File: src/rtl/br_pkg.sv
// Shared constants for the branch resolution controller: compare codes,
// FSM state encodings and BHT counter saturation limits.
package br_pkg;

  // Compare codes presented on BrCtrl
  localparam logic [2:0] BR_LTZ = 3'd1;
  localparam logic [2:0] BR_GEZ = 3'd2;
  localparam logic [2:0] BR_EQ  = 3'd4;
  localparam logic [2:0] BR_NEQ = 3'd5;

  // Controller states
  localparam logic [1:0] ST_IDLE     = 2'd0;
  localparam logic [1:0] ST_RESOLVE  = 2'd1;
  localparam logic [1:0] ST_REDIRECT = 2'd2;

  // 2-bit saturating counter limits
  localparam logic [1:0] CNT_MAX = 2'd3;
  localparam logic [1:0] CNT_MIN = 2'd0;

  function automatic logic br_legal(input logic [2:0] code);
    case (code)
      BR_LTZ, BR_GEZ, BR_EQ, BR_NEQ: return 1'b1;
      default:                       return 1'b0;
    endcase
  endfunction

endpackage

File: src/rtl/bht_table.sv
// Branch history table: 2**IDX_W two-bit saturating counters with one
// combinational read port and one synchronous update port. The read port
// sees the pre-update value when both ports address the same entry.
module bht_table
  import br_pkg::*;
#(
  parameter int         IDX_W    = 6,
  parameter logic [1:0] CNT_INIT = 2'b01
) (
  input  logic             clk,
  input  logic             rst_n,
  input  logic [IDX_W-1:0] rd_idx,
  output logic [1:0]       rd_cnt,
  input  logic             upd_en,
  input  logic [IDX_W-1:0] upd_idx,
  input  logic             upd_taken
);

  localparam int N = 1 << IDX_W;

  logic [1:0] cnt_q [N];
  logic [1:0] cnt_d [N];

  assign rd_cnt = cnt_q[rd_idx];

  // Only the addressed counter moves, saturating at both ends
  always_comb begin
    for (int i = 0; i < N; i++) cnt_d[i] = cnt_q[i];
    if (upd_en) begin
      if (upd_taken) begin
        if (cnt_q[upd_idx] != CNT_MAX) cnt_d[upd_idx] = cnt_q[upd_idx] + 2'd1;
      end else begin
        if (cnt_q[upd_idx] != CNT_MIN) cnt_d[upd_idx] = cnt_q[upd_idx] - 2'd1;
      end
    end
  end

  // Counter storage, all entries forced to CNT_INIT on reset
  always_ff @(posedge clk) begin
    if (!rst_n) begin
      for (int i = 0; i < N; i++) cnt_q[i] <= CNT_INIT;
    end else begin
      for (int i = 0; i < N; i++) cnt_q[i] <= cnt_d[i];
    end
  end

endmodule

File: src/rtl/branch_resolve_ctrl.sv
// Branch resolution controller: accepts a branch from ID, resolves its
// compare one cycle later, trains the BHT and raises redirect/flush on a
// mispredict.
//
//   state    | meaning
//   IDLE     | no branch in flight, ready to accept
//   RESOLVE  | latched branch is evaluated this cycle (ResValid pulse)
//   REDIRECT | remaining flush cycles after a mispredict, not accepting
module branch_resolve_ctrl
  import br_pkg::*;
#(
  parameter int         BHT_IDX_W    = 6,
  parameter int         FLUSH_CYCLES = 2,
  parameter logic [1:0] CNT_INIT     = 2'b01
) (
  input  logic        Clk,
  input  logic        Rst_n,
  input  logic [31:0] PredPC,
  output logic        PredTaken,
  input  logic        BrValid,
  output logic        BrReady,
  input  logic [2:0]  BrCtrl,
  input  logic [31:0] BrA,
  input  logic [31:0] BrB,
  input  logic [31:0] BrPC,
  input  logic [31:0] BrTarget,
  input  logic        BrPredTaken,
  output logic        ResValid,
  output logic        ResTaken,
  output logic        ResMispredict,
  output logic        ResIllegal,
  output logic [31:0] RedirectPC,
  output logic        Flush
);

  localparam int CNT_W = (FLUSH_CYCLES > 1) ? $clog2(FLUSH_CYCLES) : 1;

  logic [1:0]       state_q, state_d;
  logic [CNT_W-1:0] flush_cnt_q, flush_cnt_d;
  logic [2:0]       ctrl_q, ctrl_d;
  logic [31:0]      a_q, a_d, b_q, b_d, pc_q, pc_d, tgt_q, tgt_d;
  logic             pred_q, pred_d;
  logic             hold_taken_q, hold_taken_d;
  logic [31:0]      hold_redir_q, hold_redir_d;

  logic        in_resolve, legal, cmp_true, taken_now, mispredict, xfer;
  logic [31:0] redir_now;
  logic [1:0]  pred_cnt;
  logic        unused_sink;

  // Evaluate the latched branch; illegal codes never count as taken
  always_comb begin
    cmp_true = 1'b0;
    legal    = br_legal(ctrl_q);
    case (ctrl_q)
      BR_LTZ:  cmp_true = a_q[31];
      BR_GEZ:  cmp_true = ~a_q[31];
      BR_EQ:   cmp_true = (a_q == b_q);
      BR_NEQ:  cmp_true = (a_q != b_q);
      default: cmp_true = 1'b0;
    endcase
    in_resolve = (state_q == ST_RESOLVE);
    taken_now  = legal & cmp_true;
    mispredict = in_resolve & legal & (taken_now != pred_q);
    redir_now  = taken_now ? tgt_q : (pc_q + 32'd4);
  end

  assign BrReady = (state_q == ST_IDLE) | (in_resolve & ~mispredict);
  assign xfer    = BrValid & BrReady;
  assign Flush   = mispredict | (state_q == ST_REDIRECT);

  assign ResValid      = in_resolve;
  assign ResTaken      = in_resolve ? taken_now : hold_taken_q;
  assign RedirectPC    = in_resolve ? redir_now : hold_redir_q;
  assign ResMispredict = mispredict;
  assign ResIllegal    = in_resolve & ~legal;

  // Next state and flush countdown
  always_comb begin
    state_d     = state_q;
    flush_cnt_d = flush_cnt_q;
    case (state_q)
      ST_IDLE: begin
        if (xfer) state_d = ST_RESOLVE;
      end
      ST_RESOLVE: begin
        if (mispredict) begin
          if (FLUSH_CYCLES == 1) begin
            state_d = ST_IDLE;
          end else begin
            state_d     = ST_REDIRECT;
            flush_cnt_d = CNT_W'(FLUSH_CYCLES - 1);
          end
        end else if (xfer) begin
          state_d = ST_RESOLVE;
        end else begin
          state_d = ST_IDLE;
        end
      end
      ST_REDIRECT: begin
        if (flush_cnt_q <= CNT_W'(1)) begin
          flush_cnt_d = '0;
          state_d     = ST_IDLE;
        end else begin
          flush_cnt_d = flush_cnt_q - CNT_W'(1);
        end
      end
      default: state_d = ST_IDLE;
    endcase
  end

  // Operand latch on transfer; resolution result held between resolves
  always_comb begin
    ctrl_d       = ctrl_q;
    a_d          = a_q;
    b_d          = b_q;
    pc_d         = pc_q;
    tgt_d        = tgt_q;
    pred_d       = pred_q;
    hold_taken_d = hold_taken_q;
    hold_redir_d = hold_redir_q;
    if (xfer) begin
      ctrl_d = BrCtrl;
      a_d    = BrA;
      b_d    = BrB;
      pc_d   = BrPC;
      tgt_d  = BrTarget;
      pred_d = BrPredTaken;
    end
    if (in_resolve) begin
      hold_taken_d = taken_now;
      hold_redir_d = redir_now;
    end
  end

  // State registers with synchronous active-low reset
  always_ff @(posedge Clk) begin
    if (!Rst_n) begin
      state_q      <= ST_IDLE;
      flush_cnt_q  <= '0;
      ctrl_q       <= '0;
      a_q          <= '0;
      b_q          <= '0;
      pc_q         <= '0;
      tgt_q        <= '0;
      pred_q       <= 1'b0;
      hold_taken_q <= 1'b0;
      hold_redir_q <= '0;
    end else begin
      state_q      <= state_d;
      flush_cnt_q  <= flush_cnt_d;
      ctrl_q       <= ctrl_d;
      a_q          <= a_d;
      b_q          <= b_d;
      pc_q         <= pc_d;
      tgt_q        <= tgt_d;
      pred_q       <= pred_d;
      hold_taken_q <= hold_taken_d;
      hold_redir_q <= hold_redir_d;
    end
  end

  bht_table #(
    .IDX_W    (BHT_IDX_W),
    .CNT_INIT (CNT_INIT)
  ) u_bht (
    .clk       (Clk),
    .rst_n     (Rst_n),
    .rd_idx    (PredPC[BHT_IDX_W+1:2]),
    .rd_cnt    (pred_cnt),
    .upd_en    (in_resolve & legal),
    .upd_idx   (pc_q[BHT_IDX_W+1:2]),
    .upd_taken (taken_now)
  );

  assign PredTaken = pred_cnt[1];

  // PC bits outside the index and the counter LSB do not affect prediction
  assign unused_sink = ^{PredPC[31:BHT_IDX_W+2], PredPC[1:0], pred_cnt[0]};

endmodule

File: config.mk
export PLATFORM = sky130hd
export DESIGN_NAME = branch_resolve_ctrl
export DESIGN_NICKNAME = d
export VERILOG_FILES = /design/src/rtl/br_pkg.sv /design/src/rtl/bht_table.sv /design/src/rtl/branch_resolve_ctrl.sv
export SDC_FILE = /design/constraint.sdc
export NUM_CORES = 1
export LEC_CHECK = 0
export ABC_AREA = 1
export CAP_MARGIN = 25
export CORE_ASPECT_RATIO = 0.5
export CORE_MARGIN = 2
export CORE_UTILIZATION = 47
export CTS_BUF_LIST = sky130_fd_sc_hd__clkbuf_4
export CTS_CLUSTER_DIAMETER = 40
export DETAILED_ROUTE_END_ITERATION = 8
export PLACE_DENSITY = 0.69
export SLEW_MARGIN = 20
export SYNTH_ARGS = -nofsm -noshare
export SYNTH_HDL_FRONTEND = slang
export SYNTH_SLANG_ARGS = --single-unit
File: constraint.sdc
create_clock -name Clk -period 5.6 [get_ports Clk]
set_input_delay 1.12 -clock Clk [delete_from_list [all_inputs] [get_ports Clk]]
set_output_delay 1.12 -clock Clk [all_outputs]
set_load 0.005 [all_outputs]
# Word-level counts from Yosys, hierarchy flattened
# Memory sizes are Yosys's and may differ from the RTL's. A register that Yosys moved wholly into a read port is not among the register bits.
# Cells that the tools add are included.
[op_classes]
n_addsub = 4
mul = 0
n_div = 0
order_cmp = 3
eq_ne = 13
shifts = 0
n_mux = 89
bitwise_logic = 76
reduce_logical = 7
[ops]
columns = ["cell", "count"]
rows = [
  ["$mux 128", 4],
  ["$bwmux 128", 2],
  ["$mux 2", 68],
  ["$or 1x1->1", 66],
  ["$mux 32", 2],
  ["$add 32x3->32 const B", 1],
  ["$eq 32x32->1", 1],
  ["$ne 32x32->1", 1],
  ["$demux 2 s6", 1],
  ["$mux 6", 2],
  ["$ge 7x7->1 const B", 1],
  ["$lt 7x1->1 const B", 1],
  ["$mux 1", 7],
  ["$not 6->7", 1],
  ["$and 1x1->1", 6],
  ["$eq 3x3->1 const B", 2],
  ["$pmux 2 s3", 1],
  ["$ne 2x1->1 const B", 2],
  ["$ne 2x2->1 const B", 2],
  ["$pmux 1 s4", 1],
  ["$reduce_and 2->1", 2],
  ["$reduce_bool 2->1", 2],
  ["$reduce_or 4->1", 1],
  ["$eq 3x1->1 const B", 1],
  ["other kinds (12)", 14],
]
[totals]
regBits = 168
latchBits = 0
mem_bits_rw = 128
mem_bits_ro = 0
in_bits = 167
out_inout_bits = 39
elab_cells = 203
memories = 1
[mem_list]
columns = ["name", "depth", "width", "rd", "rd_clocked_by_memory_dff", "wr", "line_no", "rtl"]
rows = [
  ["u_bht.cnt_q", 64, 2, 66, 1, 64, "bht_table.sv:21", "logic [1:0] cnt_q [N];"],
]

# Logic depth before layout (Yosys ltp)
# Gate-level depths: netlist of run 1.
[logic_depth]
depth_word = 13
depth_mapped = 21
depth_no_buf = 17

# Cells and area by module
# Synthesis of run 1 repeated with hierarchy kept, for this count alone.
[hier_totals]
cells_unflattened = 2914
hier_area_um2 = 17252.8
[modules_own_cells]
columns = ["mod", "instances", "cells_each", "area_per_inst_um2", "seq_area_each_um2"]
rows = [
  ["branch_resolve_ctrl", 1, 1581, 9482.8, 3343.2],
  ["bht_table", 1, 1333, 7770.0, 2562.5],
]

# Least setup slack after synthesis of run 1
# Ideal clock, no wire load.
[synth_path]
kind = "in2out"
from = "input port PredPC[2]"
to = "output port PredTaken"
arrival_ns = 2.484
t_required_ns = 4.480
slack_ns = 1.996
path_stages = 10
path_buffers = 3
cell_sequence = "clkbuf_1 > inv_1 > clkbuf_1 > clkbuf_1 > nor2_1 > o22ai_1 > o21ai_0 > o221ai_1 > o211ai_1 > o31ai_1"
[synth_via]
elab_chain_cells = 1
[synth_lines]
columns = ["item", "line_no", "rtl"]
rows = [
  ["from (decl)", "branch_resolve_ctrl.sv:18", "input logic [31:0] PredPC,"],
  ["$mem_v2 64x2", "--", ""],
  ["to (decl)", "branch_resolve_ctrl.sv:19", "output logic PredTaken,"],
]
# No other way between the ends.

# Final worst setup path of run 1
[layout_path]
from = "register pc_q[2]"
to = "output port RedirectPC[29]"
[layout_via]
elab_chain_cells = 3
[layout_lines]
columns = ["item", "line_no", "rtl"]
rows = [
  ["from (decl)", "branch_resolve_ctrl.sv:41", "logic [31:0] a_q, a_d, b_q, b_d, pc_q, pc_d, tgt_q, tgt_d;"],
  ["from (signal assigned)", "branch_resolve_ctrl.sv:155", "pc_q <= pc_d;"],
  ["$add 32x3->32", "branch_resolve_ctrl.sv:65", "redir_now = taken_now ? tgt_q : (pc_q + 32'd4);"],
  ["$mux 32", "branch_resolve_ctrl.sv:65", ""],
  ["$mux 32", "--", ""],
  ["to (decl)", "branch_resolve_ctrl.sv:32", "output logic [31:0] RedirectPC,"],
]
# No other way between the ends.

==> out/metrics.yaml, run 1 <==
detailed_routing:
  vias: 17251
  routed_wl_mm: 50.42
  viasPerCell: 5.349
  ant_nets: 0
  drc: 0
  drt-initial-drc-count: 1586
  wl_per_cell_um: 15.64
  drtPass1Iterations: 5
placement:
  io_buffer_count: 179
  hpwl_mm: 31.98
  gp_congestion: 0.9292
  dpl_cell_area_um2: 18400
  dp.cells: 3096
  place_worst_setup_slack_ns: 0.9490
sta:
  worst_slew_margin_rel_pct: 35.00
  finalSetupViolCount: 0
  rsz0062_at_grt: "false"
  min_period_over_period_pct: 87.47
  fin_ws_ns: 0.7018
  max_freq_mhz: 204.2
  final_max_slew_viol_count: 0
  min_period_ns: 4.898
  tns_ns: 0
  finalHoldViolCount: 0
  worst_slew_pin_slew_ns: 0.9750
  fin_skew_ns: 0.04561
critical_path:
  cp-start-kind: "flop"
  worstReg2RegEnd: "u_bht.cnt_q[27][1]"
  crit_path_end_kind: "output pin"
  crit_fanout: 9
  required_ns: 4.48
  reg2reg_setup_slack_ns: 1.70
  cp_data_arrival_time_ns: 3.78
  path_class: "flop to output pin"
  rr_worst_depth: 14
clock_network:
  numClockSinks: 301
  clock_latency_ns: 0.79
  cts_hold_buf: 0
  clockRootBuffer: "clkbuf_4"
  ctsResizeCount: 0
  clkSlewWorstSetupHoldPaths_ns: 0.07
  cts_buffers: 72
  post-cts-setup-buffers: 0
  max-clock-path-buffers: 3
  cts_tree: "done"
  cts.htree.levels: 3
synthesis:
  yosys-top-cells-area: "dfxtp_1, nand2_1, nand3_1"
  async_flop_share_pct: 0
  synth_ff_type: "dfxtp_1"
  synth_cell_types: 38
  synth.most_common_cell: "nand2_1"
  synth.avg_cell_area_um2: 6.397
  synth-seq-area-share_pct: 36.23
  synth_top_cell_area_share_pct: 36.23
  synth_nets: 2770
  syn_area_um2: 16630
  synth_edf_count: 0
  yosys_warnings: 0
  synth_cells: 2600
  synth_top_cell_by_area: "dfxtp_1"
  synth-seq-cells: 301
  synth_common_cells: "nand2_1, nand3_1, nor2_1"
power_and_ir_drop:
  internal_power_mw: 3.591
  max-vdd-ir-drop_v: 0.0001482
  p_seq_share_pct: 42.8
  netSwitchingPower_mw: 1.813
  powerDensity_nw_per_um2: 278.9
  switching_share_pct: 33.55
  p_leak_nw: 8.278
  clock_power_share_pct: 35.5
  power_frac_comb_pct: 21.7
global_route:
  met1_usage_pct: 34.32
  met2_usage_pct: 45.84
  grt_usage_pct: 27.11
  antenna_found_initial: 1
  grt_max_degree: 175
  grt_pass1_vias: 15658
  grtUsageMet3_pct: 6.000
  grt_pass1_wl_mm: 80.93
  grt-ovfl-total: 0
  busiest_layer: "met2"
layout:
  syn2layout_area_growth_pct: 16.52
  nNetsFinal: 2866
  drive_above_1_share_pct: 6.041
  final_core_util_pct: 55.93
  finalNonFillerCells: 3225
  stdcell_area_um2: 19380
worst_hold_path:
  hold_end: "hold_redir_q[29]"
  hp-class: "flop to flop"
  worstHoldStart: "hold_redir_q[29]"
  holdPathStages: 2
die:
  dieHeight_um: 137.0
  ioPinCount: 206
  dieArea_um2: 37000
  start_util_pct: 48.00
  die_x_um: 270.0
  row_count: 48
  core_um2: 34650
run:
  drv_cap: 0
status:
  status: "completed"
per-stage QoR:
stage / hold slack [ns] / total power [mW]
6_report: 0.4703 / 5.405
2_1_floorplan: 0.4305 / 3.110
3_3_place_gp: 0.4510 / 3.509
3_5_place_dp: 0.4595 / 3.517
4_1_cts: 0.4712 / 5.428
5_1_grt: 0.4898 / 5.674
how the worst max path moves through the flow:
stage	startpoint	endpoint
global route	pc_q[2]	RedirectPC[29]
CTS	a_q[2]	RedirectPC[9]
detailed placement	PredPC[3]	PredTaken
finish	pc_q[2]	RedirectPC[29]
floorplan	PredPC[2]	PredTaken
global placement	PredPC[3]	PredTaken
critical path, stage by stage (launching register included):
cell and delay (ns):
dfxtp_1 0.51, inv_1 0.13, nor2_1 0.24, inv_2 0.19
nor2_1 0.21, nand2_1 0.15, nor3_2 0.22, nand2_1 0.13
nor2_1 0.17, nand2_1 0.11, xnor2_1 0.13, o21ai_0 0.24
nand2_1 0.13, clkdlybuf4s50_1 0.46
cell families (layout without fill, tap and decap cells):
logic type / count (synthesis) / count (layout) / synth area share, %
AO/OA/AOI/OAI: 547 / 547 / 18.31
XOR/XNOR: 46 / 46 / 2.422
adder cells (fa/ha/maj): 3 / 3 / 0.2257
buffers and inverters: 450 / 598 / 11.38
flip-flops: 301 / 301 / 36.23
other: 0 / 2 / 0
AND/OR/NAND/NOR: 1253 / 1253 / 31.44
power groups by stage:
stage / Combinational [mW] / Sequential [mW] / Clock, mW
3_5_place_dp: 1.16 / 2.36 / 0
2_1_floorplan: 0.774 / 2.34 / 0
4_1_cts: 1.16 / 2.31 / 1.96
6_report: 1.17 / 2.31 / 1.92
3_3_place_gp: 1.15 / 2.36 / 0
5_1_grt: 1.28 / 2.32 / 2.07
area by class of cell:
type / count / area, um^2
fill: 3495 / 15270
multi-input combinational: 1849 / 8738
sequential: 301 / 6028
timing repair buffer: 211 / 2090
inverter: 261 / 980.9
clock buffer: 100 / 750.7
tap: 475 / 594.3
clock inverter: 26 / 193.9
antenna: 2 / 5.005
cells in the final DEF (no fill, tap or decap), drive strengths merged, types with 35 or more instances in the layout:
cell type,count
inv,258
clkdlybuf4s50,177
clkbuf,101
xnor2,35
dfxtp,301
nand2,517
o21ai,189
nand3,368
nor2,350
o211ai,75
a21oi,237
routing by layer:
| layer | up-vias | part of all wire (%) |
|---|---|---|
| met4 | 0 | 2.4 |
| li1 | 8758 | - |
| met1 | 7781 | 43 |
| met2 | 621 | 47 |
| met5 | - | 0 |
| met3 | 91 | 8.0 |
Note: power is estimated with default switching activity, not from simulation.
==> run 2: changes to the inputs <==
CORE_ASPECT_RATIO = 0.7   (was 0.5)
==> out/metrics.yaml, run 2 (same netlist as run 1, synthesis figures left out) <==
critical_path:
  rr_worst_depth: 15  # +1
  reg2reg_setup_slack_ns: 1.56  # -0.14 ns
  startpoint: "pc_q[2]"
  required_ns: 4.48  # about the same
  cp_data_arrival_time_ns: 3.89  # +0.11 ns
  path_class: "flop to output pin"
  crit_fanout: 9  # unchanged
  cp-start-kind: "flop"
  crit_path_end_kind: "output pin"
  worstReg2RegEnd: "u_bht.cnt_q[36][1]"
sta:
  worst_slew_margin_rel_pct: 26.12  # -8.9 points
  fin_skew_ns: 0.06467  # +0.01906 ns
  worst_slew_pin_slew_ns: 1.105  # +0.1295 ns
  fin_hold_ws_ns: 0.4669  # -0.003385 ns
  final_max_slew_viol_count: 0  # unchanged
  finalSetupViolCount: 0  # unchanged
  fin_ws_ns: 0.5942  # -0.1076 ns
  min_period_ns: 5.006  # +0.1076 ns
  finalHoldViolCount: 0  # unchanged
  tns_ns: 0  # unchanged
  min_period_over_period_pct: 89.39  # +1.9 points
  rsz0062_at_grt: "false"
  max_freq_mhz: 199.8  # -2.1%
detailed_routing:
  viasPerCell: 5.533  # +3.4%
  drtPass1Iterations: 6  # +1
  vias: 17894  # +3.7%
  routed_wl_mm: 54.29  # +7.7%
  drc: 0  # unchanged
  wl_per_cell_um: 16.79  # +7.4%
  drt-initial-drc-count: 2076  # +31%
  ant_nets: 0  # unchanged
worst_hold_path:
  holdPathStages: 2  # unchanged
  hp-class: "flop to flop"
  worstHoldStart: "u_bht.cnt_q[20][1]"
  hold_end: "u_bht.cnt_q[20][1]"
global_route:
  grt_usage_pct: 28.76  # +1.7 points
  grt_pass1_wl_mm: 85.62  # +5.8%
  grt_max_degree: 161  # -8.0%
  antenna_found_initial: 1  # unchanged
  grt_pass1_vias: 15893  # +1.5%
  grt-ovfl-total: 0  # unchanged
status:
  status: "completed"
clock_network:
  clock_latency_ns: 0.79  # about the same
  cts_hold_buf: 0  # unchanged
  cts_tree: "done"
  post-cts-setup-buffers: 0  # unchanged
  cts.htree.levels: 3  # unchanged
  clockRootBuffer: "clkbuf_4"
  max-clock-path-buffers: 3  # unchanged
  clkSlewWorstSetupHoldPaths_ns: 0.07  # about the same
  ctsResizeCount: 0  # unchanged
  numClockSinks: 301  # unchanged
  cts_buffers: 81  # +13%
placement:
  gp_congestion: 0.9087  # -2.2%
  dpl_cell_area_um2: 18350  # -0.30%
  dp.cells: 3089  # -0.23%
  place_worst_setup_slack_ns: 0.7172  # -0.2317 ns
  hpwl_mm: 34.65  # +8.3%
  io_buffer_count: 179  # unchanged
die:
  dieHeight_um: 161.4  # +18%
  die_x_um: 228.9  # -15%
  ioPinCount: 206  # unchanged
  core_um2: 34800  # +0.43%
  row_count: 57  # +19%
  start_util_pct: 47.79  # -0.21 points
  dieArea_um2: 36940  # -0.18%
layout:
  drive_above_1_share_pct: 6.193  # +0.15 points
  final_cell_mix: "nand2_1, nand3_1, nor2_1"
  stdcell_area_um2: 19370  # about the same
  final_core_util_pct: 55.67  # -0.26 points
  fillers: 3457  # -1.1%
  syn2layout_area_growth_pct: 16.47  # about the same
  nNetsFinal: 2871  # +0.17%
  finalNonFillerCells: 3234  # +0.28%
  layout_commonest_cell: "nand2_1"
power_and_ir_drop:
  powerDensity_nw_per_um2: 282.3  # +1.2%
  max-vdd-ir-drop_v: 0.0002433  # +64%
  total_power_mw: 5.468  # +1.2%
  p_leak_nw: 8.294  # +0.19%
run:
  drv_cap: 0  # unchanged
==> run 2: changes by cell type in the layout (fill, tap and decap cells not counted) <==
cell	before	now
dfxtp_1	299	300
buf_4	28	26
bufinv_16	3	1
diode_2	2	1
inv_1	250	249
clkinv_4	2	0
clkinv_1	19	27
clkbuf_4	100	114
inv_2	8	9
clkinvlp_4	1	0
buf_12	2	1
dfxtp_2	2	1
buf_8	1	0
==> run 2: power breakdown <==
part           internal, mW  switching [mW]
Clock                 0.984           0.966
Combinational         0.381           0.820
Sequential             2.24          0.0788
==> run 2: metal layers <==
layer  GRT usage [%]  up-vias  wire (um)
met5               0        -          0
li1                -     8780          -
met1           42.00     8155      24780
met2           41.72      853      22720
met4           8.619        0       1211
met3           7.009      106       5576
==> run 2: worst max path at each step <==
stage	to	slack, ns	depth (start not counted)
floorplan	PredTaken	2.00	10
global placement	PredTaken	0.77	8
detailed placement	PredTaken	0.72	8
CTS	RedirectPC[13]	0.58	12
global route	RedirectPC[29]	0.33	13
finish	RedirectPC[29]	0.59	13
==> run 2: area by class of cell <==
class	instances	area, um^2	area share (%)
Antenna cell	1	2.502	0.01292
Clock inverter	29	138.9	0.7169
Timing Repair Buffer	207	2039	10.53
Inverter	261	980.9	5.063
Clock buffer	114	855.8	4.417
Tap cell	472	590.6	3.048
Sequential cell	301	6027	31.11
Multi-Input combinational cell	1849	8738	45.10
==> run 2: worst max-delay path, cell delays in order, from the launching register on <==
cell,delay [ns]
dfxtp_1,0.54
inv_1,0.13
nor2_1,0.29
inv_2,0.24
nor2_1,0.24
nand2_1,0.14
nor3_2,0.21
nand2_1,0.13
nor2_1,0.18
nand2_1,0.09
xnor2_1,0.13
o21ai_0,0.25
nand2_1,0.09
clkdlybuf4s50_1,0.46
